`src/rtl/simple_axi_write_burster.sv`:
```
// Bridges a single simple write request (addr, byte length, streamed beats) onto AXI4
// INCR bursts limited by MAX_BURST and 4 KB pages; W data passes through combinationally.
module simple_axi_write_burster #(
  parameter int AXI_ADDR_W = 32,
  parameter int AXI_DATA_W = 32,
  parameter int AXI_LEN_W  = 8,
  parameter int AXI_ID_W   = 1,
  parameter int LEN_W      = 16,
  parameter int MAX_BURST  = 256
) (
  input  logic                    clk_i,
  input  logic                    rst_i,
  input  logic                    m_wvalid_i,
  output logic                    m_wready_o,
  input  logic [AXI_ADDR_W-1:0]   m_waddr_i,
  input  logic [AXI_DATA_W-1:0]   m_wdata_i,
  input  logic [AXI_DATA_W/8-1:0] m_wstrb_i,
  input  logic [LEN_W-1:0]        m_wlen_i,
  output logic                    m_wlast_o,
  output logic                    done_o,
  output logic                    err_o,
  output logic [AXI_ID_W-1:0]     axi_awid_o,
  output logic [AXI_ADDR_W-1:0]   axi_awaddr_o,
  output logic [AXI_LEN_W-1:0]    axi_awlen_o,
  output logic [2:0]              axi_awsize_o,
  output logic [1:0]              axi_awburst_o,
  output logic                    axi_awlock_o,
  output logic [3:0]              axi_awcache_o,
  output logic [2:0]              axi_awprot_o,
  output logic [3:0]              axi_awqos_o,
  output logic                    axi_awvalid_o,
  input  logic                    axi_awready_i,
  output logic [AXI_DATA_W-1:0]   axi_wdata_o,
  output logic [AXI_DATA_W/8-1:0] axi_wstrb_o,
  output logic                    axi_wlast_o,
  output logic                    axi_wvalid_o,
  input  logic                    axi_wready_i,
  input  logic [AXI_ID_W-1:0]     axi_bid_i,
  input  logic [1:0]              axi_bresp_i,
  input  logic                    axi_bvalid_i,
  output logic                    axi_bready_o
);
  localparam int BYTES = AXI_DATA_W / 8;
  localparam int SH    = $clog2(BYTES);
  localparam int RB_W  = LEN_W + 1;

  typedef enum logic [2:0] {S_IDLE, S_CALC, S_AW, S_W, S_B} state_t;
  state_t state_q, state_d;

  logic [AXI_ADDR_W-1:0] addr_q;
  logic [RB_W-1:0]       rem_beats_q;
  logic [SH-1:0]         len_mod_q;
  logic [AXI_LEN_W-1:0]  awlen_q, beat_q;
  logic                  awvalid_q, bready_q, done_q, err_q;

  logic        in_w, w_hs, last_in_burst, final_beat;
  logic [31:0] page_beats, beats_c;
  logic [BYTES-1:0] tail_strb;

  assign in_w          = (state_q == S_W);
  assign w_hs          = in_w && m_wvalid_i && axi_wready_i;
  assign last_in_burst = (beat_q == awlen_q);
  assign final_beat    = (rem_beats_q == RB_W'(1));

  // Burst size is the smallest of what is left, the burst cap and the room to the page end
  always_comb begin
    page_beats = (32'd4096 - 32'(addr_q[11:0])) >> SH;
    beats_c    = 32'(rem_beats_q);
    if (beats_c > 32'(MAX_BURST)) beats_c = 32'(MAX_BURST);
    if (beats_c > page_beats)     beats_c = page_beats;
  end

  always_comb begin
    tail_strb = '0;
    for (int i = 0; i < BYTES; i++)
      tail_strb[i] = (len_mod_q == '0) || (SH'(i) < len_mod_q);
  end

  always_comb begin
    state_d = state_q;
    case (state_q)
      S_IDLE:  if (m_wvalid_i && (m_wlen_i != '0)) state_d = S_CALC;
      S_CALC:  state_d = S_AW;
      S_AW:    if (axi_awready_i) state_d = S_W;
      S_W:     if (w_hs && last_in_burst) state_d = S_B;
      S_B:     if (axi_bvalid_i) state_d = (rem_beats_q == '0) ? S_IDLE : S_CALC;
      default: state_d = S_IDLE;
    endcase
  end

  always_ff @(posedge clk_i or posedge rst_i) begin
    if (rst_i) state_q <= S_IDLE;
    else       state_q <= state_d;
  end

  always_ff @(posedge clk_i or posedge rst_i) begin
    if (rst_i) begin
      addr_q      <= '0;
      rem_beats_q <= '0;
      len_mod_q   <= '0;
      awlen_q     <= '0;
      beat_q      <= '0;
      awvalid_q   <= 1'b0;
      bready_q    <= 1'b0;
      done_q      <= 1'b0;
      err_q       <= 1'b0;
    end else begin
      done_q <= 1'b0;
      case (state_q)
        S_IDLE: if (m_wvalid_i) begin
          addr_q      <= m_waddr_i;
          rem_beats_q <= (RB_W'(m_wlen_i) + RB_W'(BYTES - 1)) >> SH;
          len_mod_q   <= m_wlen_i[SH-1:0];
          err_q       <= 1'b0;
          if (m_wlen_i == '0) done_q <= 1'b1;
        end
        S_CALC: begin
          awlen_q   <= AXI_LEN_W'(beats_c - 32'd1);
          awvalid_q <= 1'b1;
        end
        S_AW: if (axi_awready_i) begin
          awvalid_q <= 1'b0;
          beat_q    <= '0;
          addr_q    <= addr_q + AXI_ADDR_W'((32'(awlen_q) + 32'd1) << SH);
        end
        S_W: if (w_hs) begin
          rem_beats_q <= rem_beats_q - RB_W'(1);
          beat_q      <= beat_q + AXI_LEN_W'(1);
          if (last_in_burst) bready_q <= 1'b1;
        end
        S_B: if (axi_bvalid_i) begin
          bready_q <= 1'b0;
          err_q    <= err_q | (axi_bresp_i != 2'b00);
          if (rem_beats_q == '0) done_q <= 1'b1;
        end
        default: ;
      endcase
    end
  end

  assign axi_awid_o    = '0;
  assign axi_awaddr_o  = addr_q;
  assign axi_awlen_o   = awlen_q;
  assign axi_awsize_o  = 3'(SH);
  assign axi_awburst_o = 2'b01;
  assign axi_awlock_o  = 1'b0;
  assign axi_awcache_o = 4'd0;
  assign axi_awprot_o  = 3'd0;
  assign axi_awqos_o   = 4'd0;
  assign axi_awvalid_o = awvalid_q;

  assign axi_wdata_o   = m_wdata_i;
  assign axi_wvalid_o  = in_w && m_wvalid_i;
  assign m_wready_o    = in_w && axi_wready_i;
  assign axi_wlast_o   = in_w && last_in_burst;
  assign m_wlast_o     = in_w && final_beat;
  assign axi_wstrb_o   = in_w ? (m_wstrb_i & (final_beat ? tail_strb : {BYTES{1'b1}})) : '0;

  assign axi_bready_o  = bready_q;
  assign done_o        = done_q;
  assign err_o         = err_q;

  logic unused_bid;
  assign unused_bid = ^axi_bid_i;
endmodule
```
`config.mk`:
```
export PLATFORM = sky130hd
export DESIGN_NAME = simple_axi_write_burster
export DESIGN_NICKNAME = d
export VERILOG_FILES = /design/src/rtl/simple_axi_write_burster.sv
export SDC_FILE = /design/constraint.sdc
export NUM_CORES = 1
export LEC_CHECK = 0
export ABC_AREA = 0
export CORE_MARGIN = 4
export CORE_UTILIZATION = 45
export DETAILED_ROUTE_END_ITERATION = 6
export HOLD_SLACK_MARGIN = 0.1
export PLACE_DENSITY = 0.79
export SYNTH_ARGS = -nofsm -noshare
export SYNTH_HDL_FRONTEND = slang
export SYNTH_SLANG_ARGS = --single-unit
```
`constraint.sdc`:
```
create_clock -name clk_i -period 11.21 [get_ports clk_i]
set_clock_uncertainty 0.15 [all_clocks]
set_input_delay 2.242 -clock clk_i [delete_from_list [all_inputs] [get_ports clk_i]]
set_output_delay 2.242 -clock clk_i [all_outputs]
set_load 0.01 [all_outputs]
```
==> results.md <==
Power and ir drop:
- The internal portion of the total power is 1.043 mW.
- The clock network fraction of total power is 0.142.
- Of the total power, registers draw 0.293.
- The leakage power is 2.985 nW.
- In this run the power density over the cells is 273.8 mW/mm^2.
- The total power of the final layout is 1.939 mW.
- The share of power burned in combinational logic is 0.564.
- The worst-case IR drop observed on VDD is 0.0001158 V.
- The switching portion of total power is 0.4623.
- The analysis attributes to net switching a power of 896.3 uW.

Yosys:
- The sequential-to-total area share from yosys stat is 0.3146.
- The most used flip-flop cell after synthesis is sky130_fd_sc_hd__dfrtp_1.
- The cell count after synthesis came out at 731.
- Counting flops with an async set or reset pin after synthesis yields a share of 1.000.
- A synthesized cell averages 8.051 um^2.
- The Yosys step of the flow raised 0 warnings.
- The post-synthesis cell type count is 67.
- The number of synthesized register bits is 74.
- In this run the cell area of the synthesized design comes to 0.005886 mm^2.
- The number of synthesized flops with an enable pin is 0.

Worst hold path:
- The start point of the worst hold path is axi_awvalid_o$_DFFE_PP0P_.
- The worst hold-check path type is reg -> reg.
- The path with the worst hold slack has its endpoint at axi_awvalid_o$_DFFE_PP0P_.
- The number of cells traversed by the worst hold path is 2.

Outcome:
- The flow ran to the end, and the final reports show no timing, DRC or antenna violations.

GRT:
- The number of global-route vias before repair came to 5055.
- For this run, the total global-route usage over all layers was measured as 0.2065.
- The number of antenna violations at the first check in global routing came to 0.
- Summed over all layers, the global routing overflow is 0.
- The wire length of the first global-routing pass is 24.90 mm.
- Entering global routing, the biggest net connects 75 pins.

Worst setup path:
- Measured in cells, the most critical reg-to-reg path has a length of 17.
- The largest single stage delay on the critical path is 0.57 ns.
- The most prevalent standard cell on the critical path is sky130_fd_sc_hd__clkdlybuf4s50_1.
- In this run the critical register-to-register path is launched from axi_awaddr_o[1]$_DFFE_PP0P_.
- The kind of critical path is in -> out.
- Traced cell by cell, the critical path runs through clkdlybuf4s50_1 > and2_1 > clkdlybuf4s50_1.
- The worst setup path is captured at a primary output.
- Data arrives at the worst endpoint at 3.54 ns.
- The kind of cell with the highest combined delay on the critical path is buffers and inverters.
- The largest driver fanout on the critical path is 7.
- The cell with the largest stage delay on the worst path is sky130_fd_sc_hd__clkdlybuf4s50_1.
- The endpoint of the most critical register-to-register path is axi_awlen_o[6]$_DFFE_PP0P_.
- The setup slack of the most critical reg-to-reg path is 6.22 ns.
- The type of origin of the critical path is a primary input.
- The data required time of the critical path is 8.82 ns.
- The total buffers and inverters traversed by the critical path is 2.

Routing:
- The number of violations reported at the end of detailed-routing iteration 0 is 381.
- In the routed design, unresolved DRC markers number 0.
- The total number of vias is 5491.
- The final antenna-violating net count is 0.
- The per-cell routed wire length is 16.14 um.
- The total iterations of the first detailed-routing run is 5.
- The routed design has 15.61 mm of wire.
- Dividing the detail-routed via count by the number of cells gives 5.678.

Finish:
- The area added between synthesis and finish is 20.30%.
- 0 antenna diodes ended up in the layout.
- Of the cells placed in the final design, the portion with a size suffix greater than 1 is 0.04906.
- The library cell used most frequently in the layout, excluding fill and tap cells, is sky130_fd_sc_hd__clkdlybuf4s50_1.
- Leaving out fill and tap cells, the most frequent cells in the layout are sky130_fd_sc_hd__clkdlybuf4s50_1 (111), sky130_fd_sc_hd__nand2_1 (87), sky130_fd_sc_hd__dfrtp_1 (74), sky130_fd_sc_hd__a21oi_1 (58), sky130_fd_sc_hd__nor2_1 (57).
- With fillers left out, the area of the finished cells amounts to 0.007081 mm^2.
- The finished layout holds 967 standard cells, fillers aside.
- For this run, the post-layout net count is 912.

Timing:
- After routing, the total negative slack on setup checks comes to 0 ns.
- The final setup violation count is 0.
- The maximum operating frequency is 168.6 MHz.
- Setup repair after global routing left no endpoint under its margin.
- The relative slew slack is 0.3086.
- The number of hold violations in the final report is 0.
- Dividing the final minimum period by the clock period gives 0.5291.
- The final max-slew violation count came to 0.
- The clock period minus worst slack is 5.931 ns.
- The slew at the pin closest to its max-slew limit is 1.037 ns.

Place:
- The half-perimeter wire length after placement is 11.35 mm.
- Once placement finished, the instance area stood at 0.006803 mm^2.
- Port buffering added 111 buffers.
- Counting tap cells, the placed design contains a total of 951 instances.
- Routability-driven placement finished with a final weighted congestion of 0.8726.

Floorplanning:
- In this run the vertical extent of the chip is 122.4 um.
- The floorplan step set the die width to 122.4 um.
- For this configuration, the core starts out at a cell density of 0.4626.
- The boundary pin count is 195.
- In this run the core area contains 41 standard-cell rows.
- The total die area is 0.01497 mm^2.
- The total area inside the core boundary comes to 0.01272 mm^2.

Clock tree:
- The number of instances resized during post-cts repair is 0.
- No sink is reached through more buffers than the 2 on the longest clock path.
- The maximum level of the CTS H-tree is 3.
- The clock edge transition at the registers on the reported setup and hold paths is 0.06 ns.
- Buffers inserted during clock tree synthesis total 9.
- Once the clock tree was built, the setup fixing pass inserted 0 buffers.
- The tree is rooted in a sky130_fd_sc_hd__clkbuf_16.
- Hold repair after CTS inserted 0 buffers.
- The clock latency on the worst-skew pair is 0.34 ns.
- TritonCTS built the clock tree.
- The clock drives 74 sinks.

Job:
- Max-cap violations in this run came to 0.
[kinds of logic after synthesis]
logic type,Yosys count,synth area share
simple gates,274,0.2349
compound gates,193,0.2032
buf+inv,104,0.09885
flops,74,0.3146
xor+xnor,53,0.08015
fa+ha+maj,29,0.06293
other cells,2,0.001276
mux,2,0.004039
[synth_stat cells (14+ instances only)]
cell type                  instances  area share
sky130_fd_sc_hd__nor2_1           57       0.036
sky130_fd_sc_hd__ha_1             28       0.060
sky130_fd_sc_hd__o21ai_0          46       0.039
sky130_fd_sc_hd__buf_4            50       0.064
sky130_fd_sc_hd__clkbuf_1         32       0.020
sky130_fd_sc_hd__xor2_1           31       0.046
sky130_fd_sc_hd__o22ai_1          14       0.015
sky130_fd_sc_hd__nand3_1          25       0.021
sky130_fd_sc_hd__dfrtp_1          74        0.31
sky130_fd_sc_hd__inv_1            18       0.011
sky130_fd_sc_hd__a21oi_1          58       0.049
sky130_fd_sc_hd__xnor2_1          21       0.031
sky130_fd_sc_hd__nand2_1          87       0.055
[tightest hold or removal path: cells and delay by family (launching register included)]
family	cells	cell delay, ns
and+or+nand+nor	2	0.10
DFF	1	0.35
[how the worst max path moves through the flow]
stage	endpoint	from	cells past startpoint
after detailed placement	m_wready_o	axi_wready_i	3
final	axi_wvalid_o	m_wvalid_i	3
after CTS	axi_wvalid_o	m_wvalid_i	3
after floorplan	axi_wstrb_o[1]	m_wstrb_i[1]	2
after global routing	axi_wvalid_o	m_wvalid_i	3
after global placement	axi_wvalid_o	m_wvalid_i	3
[flip-flops by register name, summed over array words and instances, names as in the netlist]
signal,cells
axi_awaddr_o,32
axi_awlen_o,8
axi_awvalid_o,1
axi_bready_o,1
beat_q,8
done_o,1
err_o,1
len_mod_q,2
rem_beats_q,17
state_q,3
[layer usage]
| layer | vias up | global-route usage | share of wire |
|---|---|---|---|
| li1 | 2659 | - | - |
| met1 | 2619 | 0.2886 | 0.46 |
| met2 | 189 | 0.3233 | 0.47 |
| met3 | 24 | 0.03180 | 0.057 |
| met4 | 0 | 0.07838 | 0.019 |
| met5 | - | 0 | 0 |
[power by group through the flow]
stage          logic [mW]  registers [mW]  clock network, mW
4_1_cts              1.09           0.565              0.281
5_1_grt              1.22           0.590              0.291
6_report             1.09           0.569              0.276
3_3_place_gp         1.06           0.566                  0
2_1_floorplan       0.757           0.534                  0
3_5_place_dp         1.08           0.568                  0
[per-stage QoR]
stage / worst slack [ns] / util / hold slack (ns)
after detailed placement: 5.289 / 0.5347 / 0.3221
after global placement: 5.289 / 0.5347 / 0.3136
after CTS: 5.282 / 0.5566 / 0.3369
final: 5.279 / 0.5566 / 0.3364
after floorplan: 6.333 / - / 0.3272
after global routing: 5.251 / 0.5566 / 0.3688
[area by class of cell]
| cell class | instances | area, um^2 |
|---|---|---|
| clock buffers | 9 | 225.2 |
| clock inverters | 7 | 52.55 |
| fillers | 1182 | 5642 |
| inverters | 18 | 67.56 |
| multi-input cells | 571 | 3520 |
| flip-flops and latches | 74 | 1852 |
| well taps | 172 | 215.2 |
| repair buffers | 116 | 1149 |
(Power assumes the default switching activity.)
